--- src/rtl/fetch_unit_pkg.sv ---
// Shared front-end constants and fetch FSM state encodings.
package fetch_unit_pkg;
  localparam int PC_W    = 32;
  localparam int INSTR_W = 16;
  localparam logic [INSTR_W-1:0] NOP_INSTR = 16'h0000;

  typedef enum logic [1:0] {
    BOOT_LO = 2'd0,
    BOOT_HI = 2'd1,
    RUN     = 2'd2
  } fetch_state_t;
endpackage

--- src/rtl/fetch_queue.sv ---
// Two-entry FIFO holding fetched {instruction, pc} pairs ahead of decode.
module fetch_queue #(
  parameter int W = 48
) (
  input  logic         clk,
  input  logic         rst,
  input  logic         i_push,
  input  logic         i_pop,
  input  logic         i_clear,
  input  logic [W-1:0] i_data,
  output logic [W-1:0] o_head,
  output logic         o_full,
  output logic         o_empty,
  output logic [1:0]   o_count
);
  logic [W-1:0] r_mem [2];
  logic         r_rd_ptr;
  logic         r_wr_ptr;
  logic [1:0]   r_count;
  logic         w_push;
  logic         w_pop;

  assign o_full  = (r_count == 2'd2);
  assign o_empty = (r_count == 2'd0);
  assign o_count = r_count;
  assign o_head  = r_mem[r_rd_ptr];

  // A push into a full queue is only legal when the head leaves in the same cycle.
  assign w_pop  = i_pop && !o_empty;
  assign w_push = i_push && (!o_full || w_pop);

  always_ff @(posedge clk or posedge rst) begin
    if (rst) begin
      r_rd_ptr <= 1'b0;
      r_wr_ptr <= 1'b0;
      r_count  <= 2'd0;
    end else if (i_clear) begin
      r_rd_ptr <= 1'b0;
      r_wr_ptr <= 1'b0;
      r_count  <= 2'd0;
    end else begin
      if (w_push) r_wr_ptr <= ~r_wr_ptr;
      if (w_pop)  r_rd_ptr <= ~r_rd_ptr;
      if (w_push && !w_pop)      r_count <= r_count + 2'd1;
      else if (w_pop && !w_push) r_count <= r_count - 2'd1;
    end
  end

  always_ff @(posedge clk) begin
    if (w_push && !i_clear) r_mem[r_wr_ptr] <= i_data;
  end
endmodule

--- src/rtl/fetch_unit.sv ---
// Instruction fetch front end: boots PC from the reset vector, prefetches
// into a 2-entry queue and handles branch/jump redirects.
module fetch_unit #(
  parameter int PC_W    = 32,
  parameter int INSTR_W = 16,
  parameter logic [PC_W-1:0] RESET_VEC_ADDR = '0
) (
  input  logic               clk,
  input  logic               rst,
  output logic [PC_W-1:0]    imem_addr,
  output logic               imem_rd,
  input  logic [INSTR_W-1:0] imem_data,
  input  logic               imem_ready,
  input  logic               stall,
  input  logic               redirect_valid,
  input  logic [PC_W-1:0]    redirect_pc,
  output logic [INSTR_W-1:0] instr_out,
  output logic [PC_W-1:0]    instr_pc,
  output logic               instr_valid,
  output logic               flush_fd
);
  import fetch_unit_pkg::*;

  localparam int QW    = INSTR_W + PC_W;
  localparam int PC_HI = PC_W - INSTR_W;

  fetch_state_t      r_state;
  fetch_state_t      w_state_nxt;
  logic [PC_W-1:0]   r_pc;
  logic [PC_W-1:0]   w_pc_nxt;
  logic [PC_W-1:0]   w_addr;
  logic              r_flush;
  logic              w_flush_nxt;
  logic              w_rd;
  logic              w_push;
  logic              w_pop;
  logic              w_clear;
  logic              w_full;
  logic              w_empty;
  logic [1:0]        w_count;
  logic [QW-1:0]     w_head;

  fetch_queue #(.W(QW)) u_queue (
    .clk     (clk),
    .rst     (rst),
    .i_push  (w_push),
    .i_pop   (w_pop),
    .i_clear (w_clear),
    .i_data  ({imem_data, r_pc}),
    .o_head  (w_head),
    .o_full  (w_full),
    .o_empty (w_empty),
    .o_count (w_count)
  );

  always_comb begin
    w_state_nxt = r_state;
    w_pc_nxt    = r_pc;
    w_addr      = r_pc;
    w_rd        = 1'b0;
    w_push      = 1'b0;
    w_pop       = 1'b0;
    w_clear     = 1'b0;
    w_flush_nxt = 1'b0;
    unique case (r_state)
      BOOT_LO: begin
        w_rd   = 1'b1;
        w_addr = RESET_VEC_ADDR;
        if (imem_ready) begin
          w_pc_nxt    = {r_pc[PC_W-1:INSTR_W], imem_data};
          w_state_nxt = BOOT_HI;
        end
      end
      BOOT_HI: begin
        w_rd   = 1'b1;
        w_addr = RESET_VEC_ADDR + 1'b1;
        if (imem_ready) begin
          w_pc_nxt    = {PC_HI'(imem_data), r_pc[INSTR_W-1:0]};
          w_state_nxt = RUN;
        end
      end
      RUN: begin
        // A redirect suppresses the pop so a full queue does not issue a new request.
        w_pop = !stall && (w_count != 2'd0) && !redirect_valid;
        w_rd  = !w_full || w_pop;
        if (redirect_valid) begin
          w_clear     = 1'b1;
          w_pc_nxt    = redirect_pc;
          w_flush_nxt = 1'b1;
        end else if (imem_ready && w_rd) begin
          w_push   = 1'b1;
          w_pc_nxt = r_pc + 1'b1;
        end
      end
      default: w_state_nxt = BOOT_LO;
    endcase
  end

  always_ff @(posedge clk or posedge rst) begin
    if (rst) begin
      r_state <= BOOT_LO;
      r_pc    <= '0;
      r_flush <= 1'b0;
    end else begin
      r_state <= w_state_nxt;
      r_pc    <= w_pc_nxt;
      r_flush <= w_flush_nxt;
    end
  end

  // Reset must silence the memory port at once, even in the boot states.
  assign imem_rd     = w_rd & ~rst;
  assign imem_addr   = rst ? '0 : w_addr;
  assign instr_valid = ~w_empty;
  assign instr_out   = w_empty ? INSTR_W'(NOP_INSTR) : w_head[QW-1:PC_W];
  assign instr_pc    = w_empty ? '0 : w_head[PC_W-1:0];
  assign flush_fd    = r_flush;
endmodule

--- config.mk ---
export PLATFORM = sky130hd
export DESIGN_NAME = fetch_unit
export DESIGN_NICKNAME = d
export VERILOG_FILES = /design/src/rtl/fetch_unit_pkg.sv /design/src/rtl/fetch_queue.sv /design/src/rtl/fetch_unit.sv
export SDC_FILE = /design/constraint.sdc
export NUM_CORES = 1
export LEC_CHECK = 0
export CAP_MARGIN = 5
export CORE_MARGIN = 10
export CORE_UTILIZATION = 56
export DETAILED_ROUTE_END_ITERATION = 8
export PLACE_DENSITY_LB_ADDON = 0.1
export SLEW_MARGIN = 20
export SYNTH_ARGS = -nofsm -noshare
export SYNTH_HDL_FRONTEND = slang
export SYNTH_SLANG_ARGS = --single-unit
--- constraint.sdc ---
create_clock -name clk -period 8.55 [get_ports clk]
set_input_delay 1.71 -clock clk [delete_from_list [all_inputs] [get_ports clk]]
set_output_delay 1.71 -clock clk [all_outputs]
set_load 0.01 [all_outputs]
# Word level (Yosys, flattened, before mapping)
# Memory sizes are Yosys's and may differ from the RTL's.
# Cells that the tools add are included.
# totals
register_bits	39
mem_bits_rw	96
input_bits	53
out_inout_bits	83
memories	1
# classes
n_addsub	3
n_eq_ne	6
mux	28
bitwise_logic	8
n_reduce_logical	29
# mem_list
memory	depth	word_bits	read_ports	rd_ports_with_merged_regs	write_ports	line_no	text
u_queue.r_mem	2	48	1	0	1	fetch_queue.sv:16	logic [W-1:0] r_mem [2];
# op_table
cell	n
32-bit two-way mux	5
32-bit case mux with 3 select lines	1
32-bit case mux with 2 select lines	1
32-bit by 1-bit adder with 32-bit output (second input constant)	1
16-bit two-way mux	2
1-bit two-way mux	12
2-bit two-way mux	5
2-bit nonzero test	5
1-bit logical AND	8
4-bit AND reduction	2
1-bit zero test	7
1-bit NOT	7
2-bit case mux with 3 select lines	1
2-bit equality test (second input constant)	2
2-bit zero test	2
2-bit inequality test (second input constant)	2
3-bit inequality test (second input constant)	1
3-bit AND reduction	1
3-bit nonzero test	1
2-bit by 1-bit adder with 2-bit output (second input constant)	1
2-bit by 1-bit equality test with 1-bit output (second input constant)	1
1-bit logical OR	2
1-bit case mux with 2 select lines	1
2-bit OR reduction	1
other kinds (2)	2

# Longest topological paths before layout
# Gate-level depths: netlist of the first run.
# logic_depth
ltp_word	14
mapped_depth	10
depth_no_buf	9

# Modules after synthesis
# From an unflattened synthesis of the first run, not the netlist that was laid out.
# unflattened
hier_cells	597
area_unflattened_um2	6951.7
# modules_own_cells
module	instances	cells_per_inst	area_each_um2
fetch_queue	1	179	3708.6
fetch_unit	1	418	3243.1

# Worst setup path after synthesis of the first run
# No wires, ideal clock.
# synth_timing
kind	input port to output port
start	input rst
end	output imem_addr[17]
arrival_time_ns	3.671
path_slack_ns	3.169
stages	4
n_path_buf	2
cell_sequence	clkbuf_1 inv_1 clkbuf_1 and3_1
# synth_via
elab_chain_len	1
# synth_lines
element	line_no	text
start, declared	fetch_unit.sv:9	input logic rst,
32-bit two-way mux	fetch_unit.sv:113	assign imem_addr = rst ? '0 : w_addr;
end, declared	fetch_unit.sv:10	output logic [PC_W-1:0] imem_addr,
# Every way passes these cells.

# Worst setup path in the final report of the first run
# layout_timing
start	input rst
end	output imem_addr[21]
# Same word-level chain as after synthesis.

==> results.toml, run 1 <==
[sta]
rsz0062_at_grt = "no"
slew_headroom_pct = 32.9
final_max_slew_viol_count = 0
fmaxAchievable_mhz = 167
period_minus_slack_ns = 5.99
tns_ns = 0
timing.final.crit_share_pct = 70.1
worstMarginPinSlew_ns = 1.00
hold_violations = 0
setup_viol = 0
finClkSkew_ns = 0.00833
setup_ws_ns = 2.56

[clock_network]
clock_sinks = 135
cts_buffers = 17
cts_setup_buffers = 0
cts_root_buffer = "clkbuf_16"
cts_resized = 0
cts_tree = "done"
path_clk_slew_ns = 0.06
ctsHoldBuffers = 0
cts_buffer_depth = 2
clk-insertion-delay-late_ns = 0.42
cts_max_level = 4

[global_routing]
grt_pass1_vias = 5471
overflow = 0
grt_use_total_pct = 23.9
grt_pass1_wl_um = 31000
grt_max_degree = 53
antenna_found_initial = 0

[synth]
yosysTopAreaCell = "edfxtp_1"
ys.flop_type = "edfxtp_1"
ys_warn_count = 0
avgSynthCellArea_sq_um = 11.2
syn_nets = 662
netlist_area_sq_um = 6730
synthDistinctLibCells = 54
async_reset_ff_share_pct = 28.9
ys_seq_area_share_pct = 57.3
synthCells = 602
ys_ff_latch = 135
netlist.area_leader.share_pct = 42.8
synth_edf_count = 96
netlist_top_cells_area = "edfxtp_1, dfrtp_1, mux2i_1"

[placement]
port_buffers = 135
place_ws_ns = 2.56
place_inst = 844
placed_cell_area_sq_um = 8170
globalplace.congestion = 0.952
post-dp-hpwl_um = 13400

[route]
wirelength_um = 19600
drt_iter0_drc = 703
wl_per_cell_um = 22.4
dr.pass1.iters = 6
ant_nets = 0
vias_per_cell = 6.44
vias = 5640
drc = 0

[cells_and_area]
seqCellArea_sq_um = 3860
area_growth_pct = 30.0
nNetsFinal = 780
final_cell_mix = "clkdlybuf4s50_1, edfxtp_1, nor2_1"
n_fill_cell = 810
layout_commonest_cell = "clkdlybuf4s50_1"
finalNonFillerCells = 876
diodes = 0
final_cell_area_sq_um = 8750
multi_input_area_sq_um = 2670
drive_gt1_share_pct = 6.82

[critical_path]
cp_num_buf_inv = 4
critical_path.most_common_cell = "clkdlybuf4s50_1"
cp-end-kind = "output pin"
cp.arrival_ns = 4.28
path_cells = "clkdlybuf4s50_1 > inv_2 > buf_4 > and3_1 > clkdlybuf4s50_1"
cp_slowest_cell = "inv_2"
reg2reg_setup_slack_ns = 4.98
crit_type = "in2out"
worst_setup_path_start_kind = "primary input"
critPathMaxFanout = 52
cp_top_family = "buffers and inverters"
path_depth = 5
max_stage_delay_ns = 0.84
cp_data_required_time_ns = 6.84
reg2regPathDepth = 6

[floorplanning]
die_area_sq_um = 16800
start_util_pct = 58.0
ioPinCount = 136
dieWidth_um = 130
rows = 39
coreArea_sq_um = 11600
die_h_um = 130

[power]
power_w = 0.00284
ir_drop_v = 0.000174
power_leakage_nw = 3.18
powerDensity_nw_per_um2 = 325

[hold_path]
hold_path.class = "reg2reg"
worstHoldPathCells = 0

[run_status]
status = "finished clean"

[run]
drv_cap = 0
-- cells in the mapped netlist, types with 2 or more instances --
library cell / instances
a21oi_1: 18
nor4_1: 5
o211ai_1: 6
a211oi_1: 2
edfxtp_1: 96
mux2i_1: 52
or4_1: 3
clkbuf_1: 29
o31a_1: 5
buf_1: 5
nand3_1: 17
nor3_1: 10
a311o_1: 2
a21o_1: 4
or3_1: 5
buf_2: 6
xor2_1: 5
dfrtp_1: 39
xnor2_1: 3
nand4_1: 13
o22ai_1: 5
a31o_2: 2
and4_1: 2
nand2b_1: 9
or2_2: 2
a22o_1: 8
o31ai_1: 3
nor2_1: 77
a41oi_1: 3
nor2b_1: 8
a22oi_1: 12
ha_1: 7
and3_1: 31
a221oi_1: 2
and2_1: 4
a31oi_1: 9
nand2_1: 23
inv_1: 15
o21ai_0: 39
nor4_4: 2
-- worst reg2reg max path, cell delays in order (launching register included) --
cell	delay, ns
dfrtp_1	0.35
buf_4	0.33
ha_1	0.39
nor2b_1	0.72
nand3_1	0.33
nor2_4	0.59
buf_4	0.50
-- path summary, 6_finish.rpt --
kind / start / end
worst max-delay path: rst / imem_addr[21]
worst min-delay path: r_pc[30] / u_queue.r_mem[0][30]
worst max register to register: r_state[1] / u_queue.r_mem[0][26]
worst min register to register: r_pc[30] / u_queue.r_mem[0][30]
max in group asynchronous: rst / r_pc[17]
min in group asynchronous: rst / r_state[1]
-- report_power, final --
group	switching (W)	leakage, nW	total [W]	internal (W)
Combinational	0.000630	1.53	0.00113	0.000502
Clock	0.000286	0.281	0.000716	0.000431
Sequential	0.000154	1.37	0.000996	0.000842
Total	0.00107	3.18	0.00284	0.00177
-- stage by stage --
stage	hold slack, ns	util, %
after floorplan	0.437	-
after global placement	0.498	70.1
after detailed placement	0.519	70.4
after CTS	0.537	75.4
after global routing	0.555	75.4
final	0.527	75.4
-- layout make-up --
cell class | instances | share of cell area, %
inverters | 15 | 0.643
flip-flops and latches | 135 | 44.1
repair buffers | 140 | 16.1
clock buffers | 18 | 4.90
well taps | 143 | 2.04
clock inverters | 14 | 1.73
multi-input cells | 411 | 30.5
-- state kept, by name (all words and copies together), names as in the netlist --
| name | cells |
|---|---|
| r_pc | 32 |
| u_queue.o_count | 2 |
| flush_fd | 1 |
| u_queue.r_rd_ptr | 1 |
| r_state | 2 |
| u_queue.r_mem | 96 |
| u_queue.r_wr_ptr | 1 |
-- metal layers --
| layer | GRT usage [%] | vias up | wire, um |
|---|---|---|---|
| li1 | - | 2493 | - |
| met1 | 30.6 | 2646 | 7630 |
| met2 | 35.7 | 417 | 8860 |
| met3 | 7.95 | 84 | 2220 |
| met4 | 11.8 | 0 | 937 |
| met5 | 0 | - | 0 |
-- kinds of logic (layout without fill, tap and decap cells) --
| group | Yosys count | count (layout) | share of synthesized area (%) |
|---|---|---|---|
| AND/OR/NAND/NOR | 217 | 217 | 16.9 |
| flip-flops | 135 | 135 | 57.3 |
| AO/OA/AOI/OAI | 127 | 127 | 12.3 |
| buffers and inverters | 56 | 187 | 3.34 |
| multiplexers | 52 | 52 | 7.73 |
| XOR/XNOR | 8 | 8 | 1.04 |
| adder cells (fa/ha/maj) | 7 | 7 | 1.30 |
Note: power is estimated with default switching activity, not from simulation.
==> run 2: changes to the inputs <==
Settings changed: CORE_UTILIZATION 56 to 47.
Clock period 8.55 ns to 5.2 ns, I/O delays scaled along.
==> run 2 against run 1 <==
Effect of this change: clock skew is 0.00089 ns higher; sequential share of layout area is 0.65 points lower; first-iteration DRC count is 27% lower; clock power is 68% higher; register-to-register slack worse by 2.9 ns; combinational power is 63% higher; critical path depth is 1 higher; critical path type is now reg2out; critical endpoint is now imem_rd; sequential cell count stayed put.
==> results.toml, run 2 (synthesized netlist as in run 1, its figures left out) <==
[route]
vias = 5423
wirelength_um = 20400
drc = 0
ant_nets = 0
drt_iter0_drc = 513
wl_per_cell_um = 22.2
dr.pass1.iters = 5
vias_per_cell = 5.89

[critical_path]
cp-end-kind = "output pin"
max_stage_delay_ns = 0.73
cp_data_required_time_ns = 4.16
r2r-end = "r_pc[5]"
reg2reg_from = "r_state[1]"
cp.arrival_ns = 2.97
worst_setup_path_start_kind = "register"
cp-endpoint = "imem_rd"
path_cells = "buf_4 > inv_1 > ha_1 > a211oi_1 > nor3_1 > clkdlybuf4s50_1"
critPathMaxFanout = 32
startpoint = "r_state[1]"
reg2regPathDepth = 7
cp_slowest_cell = "ha_1"
reg2reg_setup_slack_ns = 2.06
crit_type = "reg2out"

[global_routing]
antenna_found_initial = 0
overflow = 0
grt_use_total_pct = 20.9
grt_max_degree = 37
grt_pass1_wl_um = 32100
grt_pass1_vias = 5488

[run]
drv_cap = 0

[cells_and_area]
n_fill_cell = 1124
final_cell_mix = "clkdlybuf4s50_1, edfxtp_1, nor2_1"
diodes = 0
area_growth_pct = 31.9
largest_reg_flops = 96
nNetsFinal = 787
biggestRegsByFlops = "u_queue.r_mem (96), r_pc (32)"
layout_commonest_cell = "clkdlybuf4s50_1"
top_register = "u_queue.r_mem"
drive_gt1_share_pct = 7.57

[sta]
rsz0062_at_grt = "no"
worstMarginPinSlew_ns = 0.939
fin_hold_ws_ns = 0.532
hold_violations = 0
period_minus_slack_ns = 4.01
fmaxAchievable_mhz = 249
slew_headroom_pct = 37.2
setup_viol = 0
finClkSkew_ns = 0.00922
timing.final.crit_share_pct = 77.1
tns_ns = 0
final_max_slew_viol_count = 0

[floorplanning]
die_area_sq_um = 19500
rows = 43
ioPinCount = 136
coreArea_sq_um = 13900
dieWidth_um = 140
start_util_pct = 48.3
die_h_um = 140

[clock_network]
clk-insertion-delay-late_ns = 0.42
clock_sinks = 135
cts_buffers = 17
path_clk_slew_ns = 0.06
cts_setup_buffers = 0
cts_buffer_depth = 2
cts_tree = "done"
cts_resized = 0
ctsHoldBuffers = 0
cts_max_level = 4
cts_root_buffer = "clkbuf_16"

[placement]
port_buffers = 135
globalplace.congestion = 0.909
post-dp-hpwl_um = 14500

[power]
powerDensity_nw_per_um2 = 529
ir_drop_v = 0.000253
power_leakage_nw = 3.22
power_w = 0.00470

[run_status]
status = "finished clean"

[hold_path]
hold_path.class = "reg2reg"
run 2: changes by cell type in the layout (fill, tap and decap cells not counted), sizes merged:
cell      delta
clkinv       -4
clkbuf       +1
bufinv       +1
inv          -1
buf          +7
clkinvlp     +3
run 2: final cells by class:
cell class	count	area [sq um]	area share [%]
flip-flops and latches	135	3860	43.5
multi-input cells	411	2670	30.0
repair buffers	147	1490	16.7
clock buffers	19	433	4.87
well taps	180	225	2.54
clock inverters	13	156	1.76
inverters	15	56.3	0.634
run 2: worst min path at each step:
stage	slack [ns]	start	end	depth (start not counted)
2_1_floorplan	0.44	r_pc[2]	u_queue.r_mem[0][2]	0
3_3_place_gp	0.51	r_pc[30]	u_queue.r_mem[1][30]	0
3_5_place_dp	0.53	r_pc[30]	u_queue.r_mem[0][30]	0
4_1_cts	0.54	r_pc[30]	u_queue.r_mem[0][30]	0
5_1_grt	0.54	r_pc[30]	u_queue.r_mem[0][30]	0
6_report	0.53	r_pc[30]	u_queue.r_mem[0][30]	0
run 2: per-stage QoR:
stage / utilization, % / instances / area [sq um] / setup slack (ns)
after floorplan: - / 602 / 6730 / 1.11
after global placement: 59.3 / 887 / 8270 / 1.26
after detailed placement: 59.5 / 888 / 8290 / 1.20
after CTS: 63.8 / 920 / 8880 / 1.16
after global routing: 63.8 / 920 / 8880 / 0.997
final: 63.8 / 920 / 8880 / 1.19
run 2: metal layers:
metal / track usage [%] / vias up / share of wire [%]
li1: - / 2511 / -
met1: 26.1 / 2650 / 42
met2: 33.7 / 230 / 49
met3: 5.78 / 32 / 7.6
met4: 7.50 / 0 / 2.0
met5: 0 / - / 0
run 2: worst max-delay path, delay by kind of cell, from the launching register on:
family | cells | cell delay (ns)
buffers and inverters | 3 | 1.12
adders and majority gates | 1 | 0.73
DFF | 1 | 0.35
and+or+nand+nor | 1 | 0.24
AOI/OAI and AO/OA | 1 | 0.10
run 2: power breakdown:
| group | switching (W) | internal (W) |
|---|---|---|
| Sequential | 0.000275 | 0.00138 |
| Clock | 0.000451 | 0.000750 |
| Combinational | 0.000991 | 0.000847 |
